<file path="config.mk">
export PLATFORM = sky130hd
export DESIGN_NAME = flexcounter_bank
export DESIGN_NICKNAME = d
export VERILOG_FILES = /design/src/rtl/flexcounter_bank.sv
export SDC_FILE = /design/constraint.sdc
export NUM_CORES = 1
export LEC_CHECK = 0
export BUFFER_PORTS_ARGS = -buffer_cell sky130_fd_sc_hd__buf_4
export CAP_MARGIN = 20
export CORE_UTILIZATION = 30
export CTS_BUF_LIST = sky130_fd_sc_hd__clkbuf_4 sky130_fd_sc_hd__clkbuf_8
export DETAILED_ROUTE_END_ITERATION = 10
export PLACE_DENSITY = 0.58
export SLEW_MARGIN = 25
export SYNTH_ARGS = -nofsm -noshare
export SYNTH_HDL_FRONTEND = slang
export SYNTH_SLANG_ARGS = --single-unit
</file>
<file path="constraint.sdc">
create_clock -name clk -period 6.3 [get_ports clk]
set_input_delay 1.26 -clock clk [delete_from_list [all_inputs] [get_ports clk]]
set_output_delay 1.26 -clock clk [all_outputs]
set_load 0.02 [all_outputs]
</file>
<file path="src/rtl/flexcounter_bank.sv">
// rtl/flexcounter_bank.sv - bank of independent programmable counters with terminal strobe and done flags
module flexcounter_bank #(
  parameter int NUM_CH     = 4,
  parameter int COUNTWIDTH = 8
) (
  input  logic                         clk,
  input  logic                         RST,
  input  logic                         syncClear,
  input  logic [NUM_CH-1:0]            enable,
  input  logic [NUM_CH-1:0]            clear,
  input  logic [NUM_CH-1:0]            load,
  input  logic [NUM_CH-1:0]            countDown,
  input  logic [2*NUM_CH-1:0]          mode,
  input  logic [COUNTWIDTH*NUM_CH-1:0] maxCount,
  input  logic [COUNTWIDTH*NUM_CH-1:0] loadValue,
  output logic [COUNTWIDTH*NUM_CH-1:0] count,
  output logic [NUM_CH-1:0]            strobe,
  output logic [NUM_CH-1:0]            done,
  output logic                         anyStrobe
);

  localparam int W = COUNTWIDTH;

  typedef enum logic [1:0] {
    MODE_WRAP    = 2'b00,
    MODE_SAT     = 2'b01,
    MODE_ONESHOT = 2'b10,
    MODE_RSVD    = 2'b11
  } mode_t;

  // Registered per-channel state
  logic [W-1:0]      count_q [NUM_CH];
  logic [NUM_CH-1:0] armed_q;

  // Next-state values
  logic [W-1:0]      count_n [NUM_CH];
  logic [NUM_CH-1:0] strobe_n;
  logic [NUM_CH-1:0] done_n;
  logic [NUM_CH-1:0] armed_n;

  // Unpacked views of the packed per-channel buses
  logic [W-1:0] max_v  [NUM_CH];
  logic [W-1:0] load_v [NUM_CH];
  logic [W-1:0] inc_v  [NUM_CH];
  logic [W-1:0] dec_v  [NUM_CH];
  mode_t        mode_v [NUM_CH];

  for (genvar g = 0; g < NUM_CH; g++) begin : g_ch
    assign max_v[g]          = maxCount[g*W +: W];
    assign load_v[g]         = loadValue[g*W +: W];
    assign mode_v[g]         = mode_t'(mode[2*g +: 2]);
    // inc/dec are only selected when they cannot wrap, so plain W-bit math is safe
    assign inc_v[g]          = count_q[g] + W'(1);
    assign dec_v[g]          = count_q[g] - W'(1);
    assign count[g*W +: W]   = count_q[g];
  end

  // Per-channel next state: syncClear > clear > load > counting step
  always_comb begin
    for (int i = 0; i < NUM_CH; i++) begin
      count_n[i]  = count_q[i];
      strobe_n[i] = 1'b0;
      done_n[i]   = done[i];
      armed_n[i]  = armed_q[i];

      if (syncClear || clear[i]) begin
        count_n[i] = '0;
        done_n[i]  = 1'b0;
        armed_n[i] = 1'b1;
      end else if (load[i]) begin
        count_n[i] = load_v[i];
        done_n[i]  = 1'b0;
        armed_n[i] = 1'b1;
      end else if (enable[i] && armed_q[i]) begin
        if (!countDown[i]) begin
          if (count_q[i] < max_v[i]) begin
            count_n[i]  = inc_v[i];
            strobe_n[i] = (inc_v[i] == max_v[i]);
          end else if (mode_v[i] == MODE_WRAP || mode_v[i] == MODE_RSVD) begin
            // Restart at 0; this is the terminal only when maxCount is 0
            count_n[i]  = '0;
            strobe_n[i] = (max_v[i] == '0);
          end
        end else begin
          if (count_q[i] > max_v[i]) begin
            // maxCount moved below the count: snap back into range silently
            count_n[i] = max_v[i];
          end else if (count_q[i] != '0) begin
            count_n[i]  = dec_v[i];
            strobe_n[i] = (dec_v[i] == '0);
          end else if (mode_v[i] == MODE_WRAP || mode_v[i] == MODE_RSVD) begin
            count_n[i]  = max_v[i];
            strobe_n[i] = (max_v[i] == '0);
          end
        end

        // Arrival at terminal latches done; one-shot also disarms to freeze the count
        if (strobe_n[i] && (mode_v[i] == MODE_SAT || mode_v[i] == MODE_ONESHOT)) begin
          done_n[i] = 1'b1;
        end
        if (strobe_n[i] && mode_v[i] == MODE_ONESHOT) begin
          armed_n[i] = 1'b0;
        end
      end
    end
  end

  // State and output registers with asynchronous reset
  always_ff @(posedge clk or posedge RST) begin
    if (RST) begin
      for (int i = 0; i < NUM_CH; i++) begin
        count_q[i] <= '0;
      end
      armed_q   <= '1;
      strobe    <= '0;
      done      <= '0;
      anyStrobe <= 1'b0;
    end else begin
      for (int i = 0; i < NUM_CH; i++) begin
        count_q[i] <= count_n[i];
      end
      armed_q   <= armed_n;
      strobe    <= strobe_n;
      done      <= done_n;
      anyStrobe <= |strobe_n;
    end
  end

endmodule

</file>
==> summary.txt, run 1 <==
Final layout
  • Utilization after layout: 37.4%
  • Filler cells: 2008
  • Register area: 1130 µm²
  • Layout cells sized above 1: 21.9%
  • Layout Area Growth over Synthesis: 20.8%
  • Final net count: 973
  • Multi-input logic area: 4330 µm²
  • Non-Filler Instances: 1092
  • Diodes inserted: 0

Power
  • Comb power frac: 47.7%
  • Clock Power Share: 19.4%
  • Power per cell area: 152 nW/µm²
  • Int Pwr: 624 µW
  • Reg power frac: 33.0%
  • Peak VDD IR: 0.0955 mV
  • Switching power: 451 µW
  • LEAKAGE: 0.00315 µW
  • Sw Share: 41.9%

Die
  • Core ar.: 19000 µm²
  • Die Span Y: 142 µm
  • Top-Level Pins: 132
  • Initial Util: 31.0%
  • Num rows: 50
  • Die W: 142 µm
  • Area of the die: 20100 µm²

Placed design
  • GPL Wtd Cong: 0.935
  • Hpwl dp: 14.3 mm
  • Placed cell count: 1084
  • Port Buffers: 131

GRT
  • Gr busiest metal: met2
  • M3 GR Usage: 2.36%
  • Routing usage on met1: 26.5%
  • Total GRT Usage: 18.6%
  • Initial antenna violation count: 0
  • Overflow after GRT: 0
  • Largest net degree at the start of global routing: 46
  • Met2 Usage GRT: 30.2%
  • First-pass GRT wire length: 29.7 mm
  • Number of global-route vias before repair: 5510

Yosys
  • Async SR Flop Fraction: 100%
  • Post-synthesis cell type count: 79
  • Most common cell in the synthesized netlist: inv_1
  • Cell Area, Synth: 5870 µm²
  • Register area share after synthesis: 19.3%
  • Syn Inst Count: 731
  • Synthesized flop and latch total: 45
  • Area leader, netlist: dfrtp_1
  • Synth cell count leaders: inv_1, ha_1, nand2_1, nor2_1, xnor2_1
  • Main synth FF type: dfrtp_1
  • Post-synth top area share: 17.5%
  • Yosys warns: 0
  • Syn avg cell area: 8.04 µm²
  • EDFF count, synth: 0
  • Mapped Nets: 873
  • Largest cells by area after synthesis: dfrtp_1, ha_1, xnor2_1

Worst setup path
  • Worst reg2reg path startpoint: count[30]
  • Crit path largest cell delay: 640 ps
  • Crit end category: register
  • Worst Path Max Fanout: 9
  • FF-to-FF End: anyStrobe
  • Crit start category: input pin
  • CP required: 6490 ps
  • Crit path from: maxCount[30]
  • CP Capture Point: anyStrobe
  • Path type of the worst setup path: in -> reg
  • Worst Path Arrival: 3950 ps
  • R2R cell count: 9
  • CP max stage cell: nor2b_1
  • Flop2flop setup slack: 2930 ps
  • Worst-path cell chain: buf_4 -> inv_1 -> ha_1 -> a21o_1 -> a211oi_1 -> a31o_2 -> nor2b_1 -> o41ai_1 -> o311ai_2 -> nor3_2 -> or4_1

Clock tree
  • Num Clock Sinks: 45
  • TritonCTS clock tree: built
  • Clock Latency Late Sink: 320 ps
  • Hold buffers post-CTS: 0
  • Cts repair resizes: 0
  • CTS max path bufs: 2
  • CTS H-tree depth: 2
  • Clock Tree Root: clkbuf_8
  • Postcts setup bufs: 0
  • Number of buffers created by CTS: 5
  • Clk pin slew, worst setup/hold paths: 110 ps

Routing
  • Avg WL per Cell: 17.1 µm
  • First DRT Iteration DRCs: 321
  • Routed Wire Length: 18.7 mm
  • DRC: 0
  • Antenna-violating nets left: 0
  • Via density: 5.43
  • First drt pass iteration count: 5
  • Vias post-DR: 5927

STA
  • Fin crit period: 3760 ps
  • Worst Tran Pin Value: 950 ps
  • Fmax: 266 MHz
  • Final period util: 59.7%
  • RSZ-0062 raised after global routing: false
  • Final Setup Violations: 0
  • Setup tns final: 0 ps
  • Fin Hold WS: 500 ps
  • Final Max Tran Viols: 0
  • Relative slew slack: 36.2%
  • Final hold violation count: 0
  • Fin Clk Skew: 16.4 ps

Job
  • MaxCap Viol Count: 0

Status
  • Outcome: finished, final reports clean

Worst hold path
  • HP Class: reg -> reg
-- worst max-delay path, delay by kind of cell --
family / cells / cell delay (ps)
AO/OA/AOI/OAI: 5 / 1010
adder cells (fa/ha/maj): 1 / 300
buffers and inverters: 2 / 180
AND/OR/NAND/NOR: 3 / 1190
-- logic make-up after synthesis --
logic type,count (synthesis),share of synthesized area [%]
DFF,45,19.3
AOI/OAI and AO/OA,197,25.1
xor gates and xnor gates,69,10.9
muxes,15,2.73
buffers and inverters,98,7.05
and+or+nand+nor,256,24.2
adders and majority gates,51,10.9
-- registers in the layout, summed over array words and instances (netlist names) --
signal	flops
count	32
armed_q	4
done	4
strobe	4
anyStrobe	1
-- stage by stage --
stage          total power [µW]  instance area [µm²]  setup WS (ps)
2_1_floorplan               710                 5870           2830
3_3_place_gp                873                 7010           2270
3_5_place_dp                871                 7010           2270
4_1_cts                    1090                 7100           2610
5_1_grt                    1150                 7100           2320
6_report                   1080                 7100           2540
-- how the worst min path moves through the flow --
stage / startpoint / end / slack (ps) / depth (start not counted)
after global placement: armed_q[3] / armed_q[3] / 480 / 2
after detailed placement: armed_q[3] / armed_q[3] / 480 / 2
after CTS: armed_q[3] / armed_q[3] / 500 / 2
after global routing: armed_q[3] / armed_q[3] / 540 / 2
after floorplan: armed_q[3] / armed_q[3] / 460 / 2
final: armed_q[3] / armed_q[3] / 500 / 2
-- layout by cell type (no fill, tap or decap), drive strengths merged, types with 4 or more instances in the layout --
cell,n
nor2b,8
a221oi,4
a31oi,9
o21ai,32
o311ai,4
xor2,21
or4,4
and4,5
dfstp,4
a21oi,43
mux2,8
a221o,16
nor2,51
o211ai,10
nor3,22
and3,6
nand2,50
ha,51
mux2i,7
nand3,26
clkbuf,7
nand4,17
or3,9
dfrtp,41
nand2b,27
buf,134
nor4,16
xnor2,46
inv,57
a32o,23
a21o,9
nor3b,5
-- power by group through the flow --
stage / Clock, µW / Sequential (µW) / Combinational [µW]
5_1_grt: 229 / 360 / 567
6_report: 208 / 354 / 513
4_1_cts: 219 / 354 / 514
3_5_place_dp: 0 / 360 / 511
2_1_floorplan: 0 / 345 / 365
3_3_place_gp: 0 / 360 / 513
-- final cells by class --
cell class,instances,area share [%]
clock buffers,7,1.18
clock inverters,1,0.106
inverters,57,3.01
multi-input cells,588,61.0
flip-flops and latches,45,15.9
well taps,260,4.58
repair buffers,134,14.2
-- per-layer routing --
| layer | share of wire (%) | wire (µm) |
|---|---|---|
| met5 | 0 | 0 |
| met3 | 5.3 | 998 |
| met4 | 1.0 | 191 |
| met2 | 46 | 8690 |
| met1 | 47 | 8850 |
No activity file was read; power rests on OpenSTA's default activity.
==> inputs of run 2 (changes only) <==
--- a/config.mk
+++ b/config.mk
@@ -10,7 +10,7 @@
 export CORE_UTILIZATION = 30
 export CTS_BUF_LIST = sky130_fd_sc_hd__clkbuf_4 sky130_fd_sc_hd__clkbuf_8
 export DETAILED_ROUTE_END_ITERATION = 10
-export PLACE_DENSITY = 0.58
+export PLACE_DENSITY = 0.6
 export SLEW_MARGIN = 25
 export SYNTH_ARGS = -nofsm -noshare
 export SYNTH_HDL_FRONTEND = slang
==> constraint.sdc (replaced) <==
create_clock -name clk -period 3.4 [get_ports clk]
set_input_delay 0.68 -clock clk [delete_from_list [all_inputs] [get_ports clk]]
set_output_delay 0.68 -clock clk [all_outputs]
set_load 0.02 [all_outputs]
==> run 2 against run 1 <==
Against the previous run:
- cell count up 2.8%
- routed wire length up 2.1%
- clock skew down 10 ps
- clock-buffer cell count down 1
- die area stayed put
- design area up 3.3%
- worst setup slack got worse by 2100 ps
- sequential share of layout area shrank 0.52 points
- hold slack lost 160 ps
- non-clock buffer count rose by 31
- first-iteration DRC count up 36%
- largest cell class unchanged
- largest power group unchanged
- highest routed layer unchanged
==> summary.txt, run 2 (same netlist as run 1, synthesis figures left out) <==
Status
  • Outcome: finished, final reports clean

Worst setup path
  • CP delay by family, top: simple AND/OR/NAND/NOR gates
  • Crit start category: register
  • Worst-path cell chain: ha_1 -> nand3_4 -> nor3b_1 -> a2111oi_2 -> nand4_1 -> or4_1 -> o311ai_1 -> nor3b_2 -> or4_1
  • Path type of the worst setup path: reg -> reg
  • Buf/Inv on CP: 0
  • Crit path largest cell delay: 530 ps
  • Flop2flop setup slack: 450 ps
  • CP required: 3670 ps
  • Worst Path Max Fanout: 8
  • Most frequent CP cell: or4_1
  • Worst Path Arrival: 3220 ps
  • CP max stage cell: dfrtp_1
  • Crit end category: register

Clock tree
  • Cts repair resizes: 0
  • Clock Tree Root: clkbuf_8
  • Num Clock Sinks: 45
  • Hold buffers post-CTS: 0
  • CTS max path bufs: 2
  • TritonCTS clock tree: built
  • Number of buffers created by CTS: 5
  • Clk pin slew, worst setup/hold paths: 100 ps
  • CTS H-tree depth: 2
  • Clock Latency Late Sink: 320 ps
  • Postcts setup bufs: 0

Final layout
  • Most common cell after layout, fill and taps aside: buf_4
  • Most frequent cells in the layout: buf_4, inv_1, ha_1
  • Diodes inserted: 0
  • Filler cells: 2012
  • Multi-input logic area: 4330 µm²
  • Layout cells sized above 1: 24.7%
  • Register area: 1130 µm²
  • Post-route cell area: 7330 µm²
  • Layout Area Growth over Synthesis: 24.9%
  • Final net count: 1004
  • Utilization after layout: 38.7%
  • Max FFs per register: 32

Placed design
  • Port Buffers: 131
  • Hpwl dp: 14.9 mm
  • Worst Setup Slack post-DPL: 179 ps
  • Instance area at placement: 7240 µm²
  • GPL Wtd Cong: 0.902

Routing
  • Avg WL per Cell: 17.0 µm
  • Vias post-DR: 6048
  • DRC: 0
  • Antenna-violating nets left: 0
  • Routed Wire Length: 19.1 mm
  • Via density: 5.39
  • First drt pass iteration count: 5
  • First DRT Iteration DRCs: 436

Power
  • LEAKAGE: 0.00332 µW
  • Peak VDD IR: 0.135 mV
  • Power per cell area: 278 nW/µm²

Die
  • Die W: 142 µm
  • Num rows: 50
  • Die Span Y: 142 µm
  • Core ar.: 19000 µm²
  • Top-Level Pins: 132
  • Initial Util: 31.0%
  • Area of the die: 20100 µm²

STA
  • Final hold violation count: 0
  • Worst Tran Pin Value: 534 ps
  • Setup tns final: 0 ps
  • RSZ-0062 raised after global routing: false
  • Fmax: 339 MHz
  • Final setup margin: 449 ps
  • Fin crit period: 2950 ps
  • Fin Clk Skew: 6.21 ps
  • Final Max Tran Viols: 0
  • Final Setup Violations: 0
  • Relative slew slack: 64.1%
  • Fin Hold WS: 340 ps
  • Final period util: 86.8%

GRT
  • Number of global-route vias before repair: 5652
  • Largest net degree at the start of global routing: 30
  • Overflow after GRT: 0
  • First-pass GRT wire length: 30.6 mm
  • Total GRT Usage: 19.1%
  • Initial antenna violation count: 0

Worst hold path
  • HP Class: in -> async

Job
  • MaxCap Viol Count: 0
-- run 2: cell count changes in the layout (fill, tap and decap cells not counted) --
| cell | delta |
|---|---|
| clkinvlp_4 | -1 |
| clkbuf_4 | -2 |
| buf_4 | +31 |
| clkbuf_8 | +1 |
| clkinv_4 | +1 |
| clkinv_2 | +1 |
-- run 2: per-layer routing --
| metal | GRT usage (%) | wire length (µm) | vias to the layer above |
|---|---|---|---|
| met5 | 0 | 0 | - |
| met3 | 2.46 | 991 | 18 |
| met4 | 4.07 | 213 | 0 |
| met2 | 30.6 | 8830 | 177 |
| met1 | 27.2 | 9090 | 2875 |
| li1 | - | - | 2978 |
-- run 2: worst reg2reg max path, cell delays in order, from the launching register on --
cell and delay, ps:
dfrtp_1 530, ha_1 360, nand3_4 150, nor3b_1 170
a2111oi_2 340, nand4_1 150, or4_1 530, o311ai_1 150
nor3b_2 360, or4_1 160
-- run 2: final timing paths --
kind,from,endpoint,depth (start not counted)
setup / recovery,count[17],anyStrobe,9
hold / removal,RST,count[14],2
setup reg to reg,count[17],anyStrobe,9
hold reg to reg,armed_q[3],armed_q[3],2
max in group asynchronous,RST,armed_q[2],3
min in group clk,armed_q[3],armed_q[3],2
-- run 2: area by class of cell --
cell class,instances,share of cell area [%]
Multi-Input combinational cell,588,59.0
Timing Repair Buffer,165,16.9
Sequential cell,45,15.4
Tap cell,260,4.44
Inverter,57,2.92
Clock buffer,6,1.13
Clock inverter,2,0.188
-- run 2: per-stage QoR --
stage	instances	power, µW
CTS	1123	2060
floorplan	731	1310
finish	1123	2040
detailed placement	1115	1650
global route	1123	2190
global placement	1115	1650
-- run 2: report_power, final --
group	internal [µW]	switching (µW)	leakage, µW
Sequential	561	45.7	0.000598
Combinational	464	574	0.00267
Clock	166	227	0.0000512
Total	1190	847	0.00332
